--- src/rtl/if_prefetch.sv ---
// if_prefetch: sequential instruction prefetcher feeding decode through a DEPTH-entry queue,
// one outstanding arbiter request, and redirect flush with in-flight discard.
module if_prefetch #(
  parameter int ADDR_W = 32,
  parameter int DATA_W = 32,
  parameter int DEPTH = 4,
  parameter logic [ADDR_W-1:0] RESET_PC = '0,
  parameter int PC_STEP = 4
) (
  input  logic                    clk,
  input  logic                    rst_n,
  input  logic                    pc_reset_i,
  input  logic                    is_branch_i,
  input  logic [ADDR_W-1:0]       branch_addr_i,
  input  logic                    is_jump_i,
  input  logic [ADDR_W-1:0]       jump_addr_i,
  output logic                    read_req_o,
  input  logic                    read_ack_i,
  output logic [ADDR_W-1:0]       read_addr_o,
  input  logic [DATA_W-1:0]       read_data_i,
  output logic                    instr_valid_o,
  input  logic                    instr_ready_i,
  output logic [DATA_W-1:0]       instruction_o,
  output logic [ADDR_W-1:0]       instr_pc_o,
  output logic [ADDR_W-1:0]       pc_next_o,
  output logic [$clog2(DEPTH):0]  count_o
);
  localparam int PW = $clog2(DEPTH);
  localparam int CW = PW + 1;
  localparam logic [ADDR_W-1:0] STEP = ADDR_W'(PC_STEP);
  typedef enum logic [1:0] {IDLE, REQ, DISCARD} state_e;
  state_e state_q, state_d;
  logic [ADDR_W-1:0] fpc_q, fpc_d, addr_q, addr_d, target, fpc_inc;
  logic req_q, req_d;
  logic [PW-1:0] rd_q, rd_d, wr_q, wr_d;
  logic [CW-1:0] cnt_q, cnt_d, cnt_pop;
  logic [DATA_W-1:0] data_mem [DEPTH];
  logic [ADDR_W-1:0] pc_mem [DEPTH];
  logic redirect, valid, pop, push;
  assign redirect = pc_reset_i | is_branch_i | is_jump_i;
  assign target = pc_reset_i ? RESET_PC : is_branch_i ? branch_addr_i : jump_addr_i;
  assign valid = cnt_q != '0;
  assign pop = valid & instr_ready_i;
  assign push = (state_q == REQ) & read_ack_i & ~redirect;
  assign fpc_inc = fpc_q + STEP;
  assign cnt_pop = cnt_q - CW'(pop);
  always_comb begin
    state_d = state_q;
    fpc_d = fpc_q;
    addr_d = addr_q;
    req_d = req_q;
    rd_d = rd_q + PW'(pop);
    wr_d = wr_q + PW'(push);
    cnt_d = cnt_pop + CW'(push);
    if (redirect) begin
      fpc_d = target;
      rd_d = '0;
      wr_d = '0;
      cnt_d = '0;
      // An unacked request cannot be withdrawn, so it is kept alive and its data discarded
      state_d = state_q == IDLE ? REQ : read_ack_i ? IDLE : DISCARD;
      req_d = state_q == IDLE | ~read_ack_i;
      addr_d = state_q == IDLE ? target : addr_q;
    end else if (state_q == IDLE) begin
      req_d = cnt_pop < CW'(DEPTH);
      state_d = req_d ? REQ : IDLE;
      addr_d = req_d ? fpc_q : addr_q;
    end else if (read_ack_i) begin
      fpc_d = state_q == REQ ? fpc_inc : fpc_q;
      req_d = state_q == REQ && cnt_d < CW'(DEPTH);
      state_d = req_d ? REQ : IDLE;
      addr_d = req_d ? fpc_inc : addr_q;
    end
  end
  always_ff @(posedge clk or negedge rst_n) begin
    if (!rst_n) begin
      state_q <= IDLE;
      fpc_q <= RESET_PC;
      addr_q <= RESET_PC;
      req_q <= 1'b0;
      rd_q <= '0;
      wr_q <= '0;
      cnt_q <= '0;
    end else begin
      state_q <= state_d;
      fpc_q <= fpc_d;
      addr_q <= addr_d;
      req_q <= req_d;
      rd_q <= rd_d;
      wr_q <= wr_d;
      cnt_q <= cnt_d;
    end
  end
  always_ff @(posedge clk) begin
    if (push) begin
      data_mem[wr_q] <= read_data_i;
      pc_mem[wr_q] <= fpc_q;
    end
  end
  assign read_req_o = req_q;
  assign read_addr_o = addr_q;
  assign count_o = cnt_q;
  assign instr_valid_o = valid;
  assign instruction_o = valid ? data_mem[rd_q] : '0;
  assign instr_pc_o = valid ? pc_mem[rd_q] : '0;
  assign pc_next_o = valid ? pc_mem[rd_q] + STEP : '0;
endmodule
--- config.mk ---
export PLATFORM = sky130hd
export DESIGN_NAME = if_prefetch
export DESIGN_NICKNAME = d
export VERILOG_FILES = /design/src/rtl/if_prefetch.sv
export SDC_FILE = /design/constraint.sdc
export NUM_CORES = 1
export LEC_CHECK = 0
export ABC_AREA = 1
export CAP_MARGIN = 20
export CORE_ASPECT_RATIO = 1.4
export CORE_MARGIN = 5
export CORE_UTILIZATION = 35
export DETAILED_ROUTE_END_ITERATION = 6
export PLACE_DENSITY = 0.65
export SLEW_MARGIN = 10
export SYNTH_ARGS = -nofsm -noshare
export SYNTH_HDL_FRONTEND = slang
export SYNTH_SLANG_ARGS = --single-unit
--- constraint.sdc ---
create_clock -name clk -period 7.02 [get_ports clk]
set_input_delay 1.404 -clock clk [delete_from_list [all_inputs] [get_ports clk]]
set_output_delay 1.404 -clock clk [all_outputs]
set_load 0.03 [all_outputs]
==> out/qor.yml, run 1 <==
synth_area_leaders: "edfxtp_1 (47%), nand2_1 (14%), dfrtp_1 (11%)"
cts_setup_buffers: 0
final_common_cell: "nand2_1"
synth_mux_area_share_pct: 0.122
synth-async-reset-ratio_pct: 22.4
cts.htree.levels: 2
syn_avg_cell_area_um2: 8.53
diodes: 0
finalNetCount: 2232
max_freq_mhz: 167
synth_fp_nets: 2033
crit_chain: "inv_6 -> nand2_1 -> nand2_1 -> nand2_1 -> nand2_1 -> ha_1 -> inv_1 -> nor2_2 -> nand2_1 -> inv_2 -> nand2_2 -> nor2_4 -> o21ai_0 -> inv_1 -> clkdlybuf4s50_1"
instances_no_fill: 2771
slew_violations: 0
fin_worst_skew_ns: 0.0171
use_met1_pct: 22.9
overflow: 0
pre_cts_ws_ns: 1.58
cpMostUsedCell: "nand2_1"
synthAdderAreaFrac_pct: 0.534
dominantRegCellSynth: "edfxtp_1"
vias: 13900
worstPathArrival_ns: 4.60
ys_ff_latch: 330
netlist.area_leader.share_pct: 46.9
use_met2_pct: 32.4
port_buffers: 235
routedWlPerCell_um: 17.6
dp_cells: 2709
clk_latency_ns: 0.53
drc: 0
cts_tree: "done"
cp_slowest_stage_delay_ns: 0.83
drt_pass1_iterations: 5
drt-initial-drc-count: 886
required_ns: 5.62
irDropWorstVdd_mv: 0.185
fin_util_pct: 43.7
synthCells: 1923
crit_buf_inv: 5
cp_max_fo: 130
critical_path.startpoint: "rd_q[0]"
die_width_um: 193
synth_compound_area_share_pct: 7.40
worstSetupStartpointType: "register"
hold_violations: 0
reg2reg_from: "state_q[1]"
leakage_nw: 8.30
globalRoute.busiestLayer: "met2"
crit_end: "pc_next_o[14]"
rows: 94
final.period_utilization_pct: 85.5
synth_top_area_cell: "edfxtp_1"
dp_hpwl_mm: 33.0
worstMarginPinSlew_ns: 1.06
crit_cells: 15
worstSetupPathType: "reg2out"
cts_buffer_depth: 3
r2r_cells: 10
path_clk_slew_ns: 0.06
dieArea_mm2: 0.0514
synthSimpleGateAreaFrac_pct: 27.3
drive_gt1_share_pct: 5.36
fp.coreArea_mm2: 0.0467
yosys.area_share.xor_xnor_pct: 0.747
yosysSeqAreaShare_pct: 58.1
powerDensity_mw_per_mm2: 251
final_cell_mix: "nand2_1 (630), nor2_1 (344), edfxtp_1 (256)"
global_route.usage.met3_pct: 2.95
synth-edff-count: 256
hp-start: "read_addr_o[1]"
setup_viol: 0
num-fill-cells: 4539
cts_buffers: 34
synth_top_family_by_area: "simple AND/OR/NAND/NOR gates"
slew-limit-headroom_pct: 29.3
grt_usage_pct: 18.6
fin_tns_setup_ns: 0
cts_hold_buf: 0
area_growth_pct: 24.2
crit_path_end_kind: "output port"
status: "completed"
ant_nets: 0
syn_area_mm2: 0.0164
io_pins: 236
period_needed_ns: 6.01
cts_root_buf: "clkbuf_16"
antenna_found_initial: 0
gp_congestion: 0.938
yosys_warnings: 0
cts.repair.resized: 0
clock_sinks: 330
r2r-end: "read_addr_o[3]"
setup_ws_ns: 1.01
hp-class: "reg2reg"
grt_max_degree: 131
initial_core_util_pct: 35.1
reg2reg_slack_ns: 3.57
synthDistinctLibCells: 36
rsz0062_at_grt: "no"
grt_pass1_vias: 13800
crit_family: "buffers and inverters"
viasPerCell: 5.00
worst_path_max_delay_cell: "inv_6"
max_cap_violations: 0
die_h_um: 266
timing.hold.ws_ns: 0.492
grt_first_pass_wirelength_mm: 75.8
wl_mm: 48.7
tightest hold or removal path: cells and delay by family, from the launching register on:
family        cells  cell delay, ns
flops             1            0.35
simple gates      2            0.12
flip-flops by register name, indices dropped and copies added (netlist names):
name / count
pc_mem: 128
data_mem: 128
wr_q: 2
read_req_o: 1
rd_q: 2
state_q: 2
read_addr_o: 32
count_o: 3
fpc_q: 32
cell usage after synthesis, types with 2 or more instances:
library cell and count:
nand2_1 630, nor2_1 345, edfxtp_1 256, inv_1 119, o21ai_0 118, nand3_1 91
a21oi_1 81, dfrtp_1 74, clkbuf_1 40, buf_2 25, nand2_2 20, a31oi_1 18
nand4_1 15, buf_1 9, nor3_1 9, xor2_1 9, buf_4 7, ha_1 7
nor2_2 6, buf_6 5, o22ai_1 5, xnor2_1 5, o211ai_1 4, o21ai_1 4
or2_2 4, inv_2 3, nor2_4 3, buf_8 2, mux2i_1 2
power breakdown:
part	internal (mW)	switching, mW
clock network	1.09	0.747
registers	2.25	0.119
logic	0.340	0.577
total	3.68	1.44
kinds of logic (layout without fill, tap and decap cells):
group / Yosys count / in the layout
multiplexers: 2 / 2
XOR/XNOR: 14 / 14
AND/OR/NAND/NOR: 1124 / 1124
flip-flops: 330 / 330
buffers and inverters: 213 / 437
AO/OA/AOI/OAI: 233 / 233
adder cells (fa/ha/maj): 7 / 7
how the worst min path moves through the flow:
| stage | cells after the start | to | slack, ns |
|---|---|---|---|
| 2_1_floorplan | 0 | pc_mem[0][0] | 0.48 |
| 3_3_place_gp | 2 | read_addr_o[18] | 0.47 |
| 3_5_place_dp | 2 | read_addr_o[18] | 0.47 |
| 4_1_cts | 2 | read_addr_o[18] | 0.49 |
| 5_1_grt | 2 | read_addr_o[25] | 0.51 |
| 6_report | 2 | read_addr_o[1] | 0.49 |
through the flow:
stage / power (mW) / cell area, um2
floorplan: 2.91 / 16400
global placement: 3.30 / 19200
detailed placement: 3.32 / 19200
CTS: 5.18 / 20400
global route: 5.35 / 20400
finish: 5.12 / 20400
metal layers:
layer	vias to the layer above	wire length, um
met5	-	0
met4	0	2040
met3	108	3150
met2	522	24400
met1	6554	19100
li1	6677	-
cell type report:
cell class | count | area, um2 | area share (%)
clock buffers | 46 | 937 | 4.60
well taps | 624 | 781 | 3.83
clock inverters | 15 | 198 | 0.970
repair buffers | 252 | 2500 | 12.3
multi-input cells | 1380 | 5960 | 29.2
flip-flops and latches | 330 | 9540 | 46.8
inverters | 124 | 470 | 2.31
Power figures use the tool's default switching activity.
==> inputs of run 2 (changes only) <==
--- a/config.mk
+++ b/config.mk
@@ -10,6 +10,7 @@
 export CORE_ASPECT_RATIO = 1.4
 export CORE_MARGIN = 5
 export CORE_UTILIZATION = 35
+export CTS_BUF_LIST = sky130_fd_sc_hd__clkbuf_8
 export DETAILED_ROUTE_END_ITERATION = 6
 export PLACE_DENSITY = 0.65
 export SLEW_MARGIN = 10
==> run 2 against run 1 <==
  * Largest power group unchanged
  * Clock-buffer cell count up 5
  * First-iteration DRC count up 1.6%
  * Setup slack worse by 0.040 ns
  * Critical path type unchanged
  * Critical path depth is the same
  * Clock skew increased by 0.0013 ns
  * Cell count up 1.0%
  * Sequential power about the same
  * Total power shrank 7.0%
  * Global-route usage barely moved
==> out/qor.yml, run 2 (synthesis gave the netlist of run 1 again) <==
cts_tree: "done"
grt_max_degree: 131
p_sw_mw: 1.42
leakage_nw: 8.30
drt_pass1_iterations: 5
antenna_found_initial: 1
dieArea_mm2: 0.0514
slew_violations: 0
fin_worst_skew_ns: 0.0184
pwr-share-clk_pct: 31.1
pwr-share-comb_pct: 19.2
p_seq_share_pct: 49.7
rsz0062_at_grt: "no"
cpMostUsedCell: "nand2_1"
powerDensity_mw_per_mm2: 236
initial_core_util_pct: 35.1
final_cell_mix: "nand2_1 (630), nor2_1 (344), edfxtp_1 (256)"
grt_pass1_vias: 13900
hold_violations: 0
area_growth_pct: 23.0
timing.hold.ws_ns: 0.492
period_needed_ns: 6.04
dp_hpwl_mm: 33.0
cts_buffers: 49
required_ns: 5.62
ant_nets: 0
slew-limit-headroom_pct: 28.7
irDropWorstVdd_mv: 0.186
fin_util_pct: 43.2
worstMarginPinSlew_ns: 1.07
grt_usage_pct: 18.6
drive_gt1_share_pct: 5.70
cts.repair.resized: 0
worstSetupStartpointType: "register"
final.period_utilization_pct: 86.1
vias: 13800
die_width_um: 193
io_pins: 236
worstPathArrival_ns: 4.64
finalNetCount: 2247
path_clk_slew_ns: 0.06
die_h_um: 266
hp-class: "reg2reg"
crit_buf_inv: 5
overflow: 0
drt-initial-drc-count: 900
max_freq_mhz: 165
cts_root_buf: "clkbuf_8"
multiInputGateArea_mm2: 0.00596
cts_buffer_depth: 3
rows: 94
wl_mm: 48.6
port_buffers: 235
viasPerCell: 4.93
intPower_mw: 3.34
final_common_cell: "nand2_1"
p_sw_share_pct: 29.9
clk_latency_ns: 0.59
gp_congestion: 0.938
clock_sinks: 330
num-fill-cells: 4603
setup_viol: 0
fp.coreArea_mm2: 0.0467
cp_max_fo: 130
cts_setup_buffers: 0
crit_path_end_kind: "output port"
crit_chain: "inv_6 -> nand2_1 -> nand2_1 -> nand2_1 -> nand2_1 -> ha_1 -> inv_1 -> nor2_2 -> nand2_1 -> inv_2 -> nand2_2 -> nor2_4 -> o21ai_0 -> inv_1 -> clkdlybuf4s50_1"
cp_slowest_stage_delay_ns: 0.82
routedWlPerCell_um: 17.4
worstSetupPathType: "reg2out"
cts.htree.levels: 2
max_cap_violations: 0
top_regs: "data_mem: 128 flops, pc_mem: 128 flops"
worst_path_max_delay_cell: "inv_6"
crit_family: "buffers and inverters"
regArea_mm2: 0.00954
status: "completed"
cts_hold_buf: 0
drc: 0
fin_tns_setup_ns: 0
grt_first_pass_wirelength_mm: 75.8
## run 2: cell count changes in the layout (fill, tap and decap cells not counted), sizes merged
cell    previous run  this run
inv              123       146
bufinv             4         2
clkbuf            46        51
diode              0         1
clkinv            11        12
## run 2: layout make-up
type	count	share of cell area, %
inverter	124	2.33
clock buffer	51	3.48
sequential	330	47.3
multi-input combinational	1380	29.5
tap	624	3.87
clock inverter	37	1.09
antenna	1	0.0124
timing repair buffer	252	12.4
## run 2: path summary, 6_finish.rpt
| path | slack [ns] | depth (start not counted) | start | end |
|---|---|---|---|---|
| max in group asynchronous | 5.70 | 2 | rst_n | rd_q[0] |
| min in group asynchronous | 0.69 | 1 | rst_n | fpc_q[2] |
| worst max register to register | 3.57 | 10 | state_q[1] | read_addr_o[3] |
| worst min-delay path | 0.49 | 2 | read_addr_o[1] | read_addr_o[1] |
| worst min register to register | 0.49 | 2 | read_addr_o[1] | read_addr_o[1] |
| worst max-delay path | 0.98 | 15 | rd_q[0] | pc_next_o[14] |
## run 2: routing by layer
metal | global-route usage [%] | part of all wire (%) | up-vias
met5 | 0 | 0 | -
met4 | 8.04 | 4.2 | 0
met3 | 3.07 | 6.0 | 113
met2 | 32.3 | 50 | 509
met1 | 22.8 | 40 | 6471
li1 | - | - | 6708
## run 2: power by group through the flow
stage               registers [mW]  clock network, mW  logic (mW)
floorplan                     2.54                  0       0.370
global placement              2.40                  0       0.904
detailed placement            2.40                  0       0.924
CTS                           2.37               1.54       0.926
global route                  2.38               1.62        1.01
finish                        2.37               1.48       0.917
## run 2: stage by stage
stage / instances / worst slack [ns] / cell area [um2] / total power [mW]
after floorplan: 1923 / -0.163 / 16400 / 2.91
after global placement: 2709 / 1.62 / 19200 / 3.30
after detailed placement: 2709 / 1.58 / 19200 / 3.32
after CTS: 2797 / 0.921 / 20100 / 4.83
after global routing: 2799 / 0.505 / 20200 / 5.01
final: 2799 / 0.975 / 20200 / 4.77
## run 2: tightest hold or removal path, stage by stage (launching register included)
cell     delay (ns)
dfrtp_1        0.35
nand2_1        0.06
nand2_1        0.06
